--- src/rtl/prio_enc_rr.sv ---
// rtl/prio_enc_rr.sv - registered fixed/round-robin priority encoder with valid/ready handshake (optional ENC_MULTIHOT_EN)
module prio_enc_rr #(
    parameter int WIDTH   = 8,
    parameter int IDX_W   = $clog2(WIDTH),
    parameter int RR_MODE = 0,
    parameter int CNT_W   = 8
) (
    input  logic             clk,
    input  logic             rst_n,
    input  logic             enable,
    input  logic [WIDTH-1:0] in_req,
    input  logic             in_valid,
    output logic             in_ready,
    output logic [IDX_W-1:0] out_idx,
    output logic             out_valid,
    input  logic             out_ready,
    output logic             out_multi,
    output logic [CNT_W-1:0] drop_cnt
);

    logic [IDX_W-1:0] ptr;
    logic [IDX_W-1:0] start;
    logic [IDX_W-1:0] off;
    logic [IDX_W-1:0] sel_idx;
    logic [IDX_W:0]   sum;
    logic [WIDTH-1:0] rot;
    logic             accept;
    logic             produce;
    logic             multi;

    // Output register can take a new vector when empty or being drained this cycle
    assign in_ready = !out_valid || out_ready;
    assign accept   = in_valid && in_ready;
    assign produce  = accept && enable && (|in_req);

    // Search start: one past the last grant in round-robin mode, bit 0 in fixed mode
    always_comb begin
        start = '0;
        if (RR_MODE != 0) begin
            start = (ptr == IDX_W'(WIDTH - 1)) ? '0 : ptr + IDX_W'(1);
        end
    end

    // Rotate the request so bit 'start' sits at position 0; the doubled copy makes the wrap free
    assign rot = WIDTH'({in_req, in_req} >> start);

    // Lowest set bit of the rotated vector is the offset from the search start
    always_comb begin
        off = '0;
        for (int i = WIDTH - 1; i >= 0; i--) begin
            if (rot[i]) begin
                off = IDX_W'(i);
            end
        end
    end

    // Map the offset back to an absolute index, modulo WIDTH (works for non-power-of-2 WIDTH)
    always_comb begin
        sum = {1'b0, start} + {1'b0, off};
        if (sum >= (IDX_W + 1)'(WIDTH)) begin
            sel_idx = IDX_W'(sum - (IDX_W + 1)'(WIDTH));
        end else begin
            sel_idx = sum[IDX_W-1:0];
        end
    end

`ifdef ENC_MULTIHOT_EN
    // Clearing the lowest set bit leaves something only when two or more bits were set
    assign multi = |(in_req & (in_req - WIDTH'(1)));
`else
    assign multi = 1'b0;
`endif

    // Output register, round-robin pointer and saturating drop counter
    always_ff @(posedge clk) begin
        if (!rst_n) begin
            out_valid <= 1'b0;
            out_idx   <= '0;
            out_multi <= 1'b0;
            drop_cnt  <= '0;
            ptr       <= IDX_W'(WIDTH - 1);
        end else begin
            if (produce) begin
                out_valid <= 1'b1;
                out_idx   <= sel_idx;
                out_multi <= multi;
                ptr       <= sel_idx;
            end else if (out_ready) begin
                out_valid <= 1'b0;
            end
            if (accept && !produce && (drop_cnt != {CNT_W{1'b1}})) begin
                drop_cnt <= drop_cnt + CNT_W'(1);
            end
        end
    end

endmodule

--- config.mk ---
export PLATFORM = sky130hd
export DESIGN_NAME = prio_enc_rr
export DESIGN_NICKNAME = d
export VERILOG_FILES = /design/src/rtl/prio_enc_rr.sv
export SDC_FILE = /design/constraint.sdc
export NUM_CORES = 1
export LEC_CHECK = 0
export CAP_MARGIN = 10
export CELL_PAD_IN_SITES_DETAIL_PLACEMENT = 1
export CELL_PAD_IN_SITES_GLOBAL_PLACEMENT = 1
export CORE_UTILIZATION = 32
export CTS_CLUSTER_DIAMETER = 120
export CTS_CLUSTER_SIZE = 24
export DETAILED_ROUTE_END_ITERATION = 6
export HOLD_SLACK_MARGIN = 0.05
export MAX_ROUTING_LAYER = met4
export PLACE_DENSITY = 0.83
export SETUP_SLACK_MARGIN = 0.4
export SLEW_MARGIN = 20
export SYNTH_ARGS = -nofsm -noshare
export SYNTH_HDL_FRONTEND = slang
export SYNTH_SLANG_ARGS = --single-unit
--- constraint.sdc ---
create_clock -name clk -period 5.8 [get_ports clk]
set_clock_uncertainty 0.05 [all_clocks]
set_input_delay 0.87 -clock clk [delete_from_list [all_inputs] [get_ports clk]]
set_output_delay 0.87 -clock clk [all_outputs]
set_load 0.05 [all_outputs]
==> flow_summary.yaml, run 1 <==
global_routing:
  overflow: 0
  antenna_found_initial: 0
  grt_util_all_layers_pct: 18.00
  grt_pass1_wl_mm: 2.753
  grt_max_degree: 16
  grt_pass1_vias: 653
detailed_routing:
  wl_per_cell_um: 13.35
  dr.pass1.iters: 4
  vias: 686
  drc: 0
  vias_per_cell: 5.158
  drtAntennaViolNets: 0
  wl_mm: 1.776
  drt_iter0_drc: 1
pwr:
  power.density_nw_per_um2: 196.1
  ir_drop_mv: 0.1020
  power_w: 0.0001917
  leakage_nw: 0.3446
floorplanning:
  die_area_um2: 2324
  rows: 16
  start_util_pct: 34.47
  die_h_um: 48.21
  fp.coreArea_um2: 1982
  io_pins: 27
  die_width_um: 48.21
timing:
  rsz0062_at_grt: "no"
  hold_violations: 0
  finalMaxSlewViolations: 0
  fmax_ghz: 0.3024
  min_period_ps: 3307
  tns_ps: 0
  tightest_slew_ps: 684.5
  layout_setup_ws_ps: 2493
  setup_viol: 0
  period_share_pct: 57.02
  maxSlewHeadroom_pct: 54.02
clock_network:
  root_buffer: "clkbuf_4"
  cts_tree: "built"
  hold_buffers: 0
  cts_num_sinks: 12
  insertion_delay_ps: 270
  post_cts_buffers: 0
  clk_path_buf_depth: 2
  cts_buffers: 3
  cts_resized: 0
  ctsHtreeMaxLevel: 1
  clk_pin_slew_ps: 80
hold_path:
  hold_class: "reg2reg"
  hp-start: "out_idx[1]"
  holdPathStages: 2
  min_to: "out_idx[1]"
placement:
  port_buffers: 25
  place_worst_setup_slack_ps: 2492
  place_hpwl_mm: 1.400
  place_congestion: 0.7318
critical_path:
  start_kind: "input port"
  crit_start: "out_ready"
  cp.arrival_ps: 2390
  regToRegStartpoint: "drop_cnt[0]"
  required_ps: 4880
  r2r_cells: 5
  r2r_setup_slack_ps: 3840
  cp-end-kind: "output pin"
  worstPathMaxFanout: 7
  r2r_end: "drop_cnt[0]"
  critPathKind: "in2out"
synthesis:
  synth_warnings: 0
  netlist_area_um2: 683.2
  syn_inst: 81
  syn_nets: 95
  synth-seq-cells: 12
  yosysSeqAreaShare_pct: 35.16
  yosysUniqueCellTypes: 29
  synth.avg_cell_area_um2: 8.434
run_status:
  status: "finished, final reports clean"
job:
  max_cap_violations: 0
layout:
  n_antenna_cell: 0
  nFillCells: 245
  area_delta_synth_final_pct: 43.04
  nets: 121
  drive_above_1_share_pct: 6.604
  final_common_cell: "clkdlybuf4s50_1"
  final_cell_mix: "clkdlybuf4s50_1, nand2_1, dfxtp_1, nand2b_1"
==> through the flow <==
stage	cell area [um^2]	utilization, %	std cells	hold slack, ps
after global placement	940.9	47.47	129	397.0
after global routing	977.2	49.31	133	431.1
final	977.2	49.31	133	424.6
after CTS	977.2	49.31	133	425.1
after detailed placement	940.9	47.47	129	405.5
after floorplan	683.2	-	81	622.8
==> logic make-up after synthesis <==
logic type      after synthesis  share of synthesized area, %
fa+ha+maj                     1                         1.831
simple gates                 39                         31.13
buf+inv                       7                         5.495
other cells                   1                        0.5489
mux                           5                         7.326
compound gates               16                         18.50
flops                        12                         35.16
==> cells in the mapped netlist <==
| master | instances | area (um^2) |
|---|---|---|
| dfxtp_1 | 12 | 240.2 |
| nand2_1 | 12 | 45.04 |
| nand2b_1 | 6 | 37.54 |
| mux2i_1 | 5 | 50.05 |
| nor4_1 | 5 | 31.28 |
| a21oi_1 | 4 | 20.02 |
| nand3_1 | 4 | 20.02 |
| inv_1 | 3 | 11.26 |
| nor2_1 | 3 | 11.26 |
| nor3_1 | 3 | 15.01 |
| clkbuf_1 | 2 | 7.510 |
| o21a_1 | 2 | 15.01 |
| o31a_1 | 2 | 17.52 |
| or4_1 | 2 | 15.01 |
| or4_4 | 2 | 22.52 |
| a2111o_1 | 1 | 11.26 |
| a41o_1 | 1 | 10.01 |
| a41oi_1 | 1 | 8.760 |
| and4_1 | 1 | 8.760 |
| buf_4 | 1 | 7.510 |
| buf_6 | 1 | 11.26 |
| conb_1 | 1 | 3.750 |
| ha_1 | 1 | 12.51 |
| nand4_1 | 1 | 6.260 |
| o2111ai_1 | 1 | 8.760 |
| o211a_1 | 1 | 10.01 |
| o21ai_0 | 1 | 5.000 |
| o221a_2 | 1 | 11.26 |
| o41ai_1 | 1 | 8.760 |
==> worst max path at each step <==
stage | slack, ps | endpoint | cells past startpoint
2_1_floorplan | 3060 | drop_cnt[6] | 5
3_3_place_gp | 2500 | in_ready | 3
3_5_place_dp | 2490 | in_ready | 3
4_1_cts | 2490 | in_ready | 3
5_1_grt | 2420 | in_ready | 3
6_report | 2490 | in_ready | 3
==> critical path: stages <==
cell             delay [ps]
clkdlybuf4s50_1         440
nand2b_1                220
clkdlybuf4s50_1         850
==> registers in the layout, summed over array words and instances (netlist names) <==
signal / count
out_idx: 3
drop_cnt: 8
out_valid: 1
==> final cells by class <==
| type | instances | area [um^2] | area share, % |
|---|---|---|---|
| Clock buffer | 4 | 36.28 | 3.713 |
| Inverter | 3 | 11.26 | 1.152 |
| Timing Repair Buffer | 25 | 250.2 | 25.61 |
| Sequential cell | 12 | 240.2 | 24.58 |
| Tap cell | 27 | 33.78 | 3.457 |
| Multi-Input combinational cell | 62 | 405.4 | 41.49 |
==> where the power goes <==
| part | total (W) | leakage, nW | switching [W] | internal, W |
|---|---|---|---|---|
| registers | 0.0000863 | 0.0973 | 0.00000182 | 0.0000845 |
| logic | 0.0000385 | 0.226 | 0.0000224 | 0.0000161 |
| clock network | 0.0000669 | 0.0210 | 0.0000288 | 0.0000381 |
==> per-layer routing <==
| metal | vias up | track usage, % | wire (um) |
|---|---|---|---|
| met5 | - | - | 0 |
| met4 | 0 | 8.333 | 12 |
| met1 | 310 | 20.13 | 792 |
| met2 | 16 | 30.67 | 903 |
| met3 | 2 | 3.333 | 67 |
| li1 | 358 | - | - |
No activity file was read; power rests on OpenSTA's default activity.
==> inputs of run 2 (changes only) <==
--- a/config.mk
+++ b/config.mk
@@ -8,13 +8,13 @@
 export CAP_MARGIN = 10
 export CELL_PAD_IN_SITES_DETAIL_PLACEMENT = 1
 export CELL_PAD_IN_SITES_GLOBAL_PLACEMENT = 1
-export CORE_UTILIZATION = 32
+export CORE_UTILIZATION = 27
 export CTS_CLUSTER_DIAMETER = 120
 export CTS_CLUSTER_SIZE = 24
 export DETAILED_ROUTE_END_ITERATION = 6
 export HOLD_SLACK_MARGIN = 0.05
 export MAX_ROUTING_LAYER = met4
-export PLACE_DENSITY = 0.83
+export PLACE_DENSITY = 0.75
 export SETUP_SLACK_MARGIN = 0.4
 export SLEW_MARGIN = 20
 export SYNTH_ARGS = -nofsm -noshare
==> constraint.sdc (replaced) <==
create_clock -name clk -period 3 [get_ports clk]
set_clock_uncertainty 0.05 [all_clocks]
set_input_delay 0.45 -clock clk [delete_from_list [all_inputs] [get_ports clk]]
set_output_delay 0.45 -clock clk [all_outputs]
set_load 0.05 [all_outputs]
==> flow_summary.yaml, run 2 (synthesis results as in run 1) <==
placement:
  place_congestion: 0.7364
  place_hpwl_mm: 1.475
  placed_cells: 131
  place_worst_setup_slack_ps: 378.7
  port_buffers: 25
pwr:
  ir_drop_mv: 0.2322
  p_clk_share_pct: 29.2
  power.density_nw_per_um2: 351.6
  p_sw_share_pct: 29.27
  switchingPower_w: 0.0001000
  intPower_w: 0.0002418
  combPwrFrac_pct: 22.0
  leakage_nw: 0.3422
  sequentialPowerShare_pct: 48.8
timing:
  tns_ps: 0
  layout_setup_ws_ps: 506.7
  hold_violations: 0
  rsz0062_at_grt: "no"
  fin_hold_ws_ps: 416.5
  maxSlewHeadroom_pct: 52.90
  finalMaxSlewViolations: 0
  min_period_ps: 2493
  setup_viol: 0
  tightest_slew_ps: 701.0
  period_share_pct: 83.11
  fmax_ghz: 0.4011
layout:
  largest_registers: "drop_cnt (8), out_idx (3), out_valid (1)"
  largest_register_ffs: 8
  top_register: "drop_cnt"
  nets: 122
  drive_above_1_share_pct: 6.604
  area_delta_synth_final_pct: 42.31
  stdcell_count: 134
  n_antenna_cell: 0
  final_cell_mix: "clkdlybuf4s50_1, nand2_1, dfxtp_1, nand2b_1"
  final_common_cell: "clkdlybuf4s50_1"
floorplanning:
  die_area_um2: 2735
  fp.coreArea_um2: 2297
  start_util_pct: 29.74
  io_pins: 27
  die_width_um: 52.30
  rows: 17
  die_h_um: 52.30
clock_network:
  cts_resized: 0
  cts_num_sinks: 12
  root_buffer: "clkbuf_4"
  clk_pin_slew_ps: 70
  post_cts_buffers: 0
  clk_path_buf_depth: 2
  cts_tree: "built"
  insertion_delay_ps: 270
  ctsHtreeMaxLevel: 1
  cts_buffers: 3
  hold_buffers: 0
detailed_routing:
  wl_mm: 1.868
  drtAntennaViolNets: 0
  wl_per_cell_um: 13.94
  vias_per_cell: 5.336
  vias: 715
  drt_iter0_drc: 5
  drc: 0
  dr.pass1.iters: 2
critical_path:
  required_ps: 2500
  start_kind: "input port"
  r2r_cells: 5
  cp.arrival_ps: 1990
  cp-end-kind: "output pin"
  worstPathMaxFanout: 7
  critPathKind: "in2out"
run_status:
  status: "finished, final reports clean"
global_routing:
  grt_pass1_vias: 651
  grt_pass1_wl_mm: 2.932
  grt_util_all_layers_pct: 15.38
  grt_max_degree: 16
  overflow: 0
  antenna_found_initial: 0
job:
  max_cap_violations: 0
hold_path:
  holdPathStages: 2
  hold_class: "reg2reg"
==> run 2: area by class of cell <==
type	instances	area, um^2
repair buffers	26	257.7
flip-flops and latches	12	240.2
multi-input cells	62	405.4
clock buffers	3	22.52
well taps	28	35.03
inverters	3	11.26
fillers	283	1325
==> run 2: metal layers <==
metal | wire (um) | global-route usage, % | vias to the layer above
met5 | 0 | - | -
met4 | 22 | 6.579 | 0
met3 | 90 | 4.348 | 2
met2 | 968 | 27.00 | 17
met1 | 787 | 15.92 | 343
li1 | - | - | 353
==> run 2: through the flow <==
| stage | area [um^2] | util, % | power (W) |
|---|---|---|---|
| 3_5_place_dp | 949.7 | 41.34 | 0.0002463 |
| 5_1_grt | 972.2 | 42.32 | 0.0003581 |
| 3_3_place_gp | 949.7 | 41.34 | 0.0002439 |
| 6_report | 972.2 | 42.32 | 0.0003418 |
| 4_1_cts | 972.2 | 42.32 | 0.0003487 |
| 2_1_floorplan | 683.2 | - | 0.0002128 |
==> run 2: final timing paths <==
kind                    start           to  slack [ps]
setup reg to reg  drop_cnt[1]  drop_cnt[1]        1070
hold / removal     out_idx[1]   out_idx[1]         420
hold reg to reg    out_idx[1]   out_idx[1]         420
setup / recovery    out_ready     in_ready         510
==> run 2: critical path, cell delays in order <==
cell,delay (ps)
clkdlybuf4s50_1,450
nand2b_1,240
clkdlybuf4s50_1,850
==> run 2: power by group through the flow <==
| stage | combinational [W] | clock [W] | sequential [W] |
|---|---|---|---|
| 6_report | 0.0000753 | 0.0000998 | 0.000167 |
| 5_1_grt | 0.0000808 | 0.000110 | 0.000167 |
| 4_1_cts | 0.0000761 | 0.000106 | 0.000167 |
| 3_5_place_dp | 0.0000758 | 0 | 0.000171 |
| 3_3_place_gp | 0.0000735 | 0 | 0.000170 |
| 2_1_floorplan | 0.0000281 | 0 | 0.000185 |
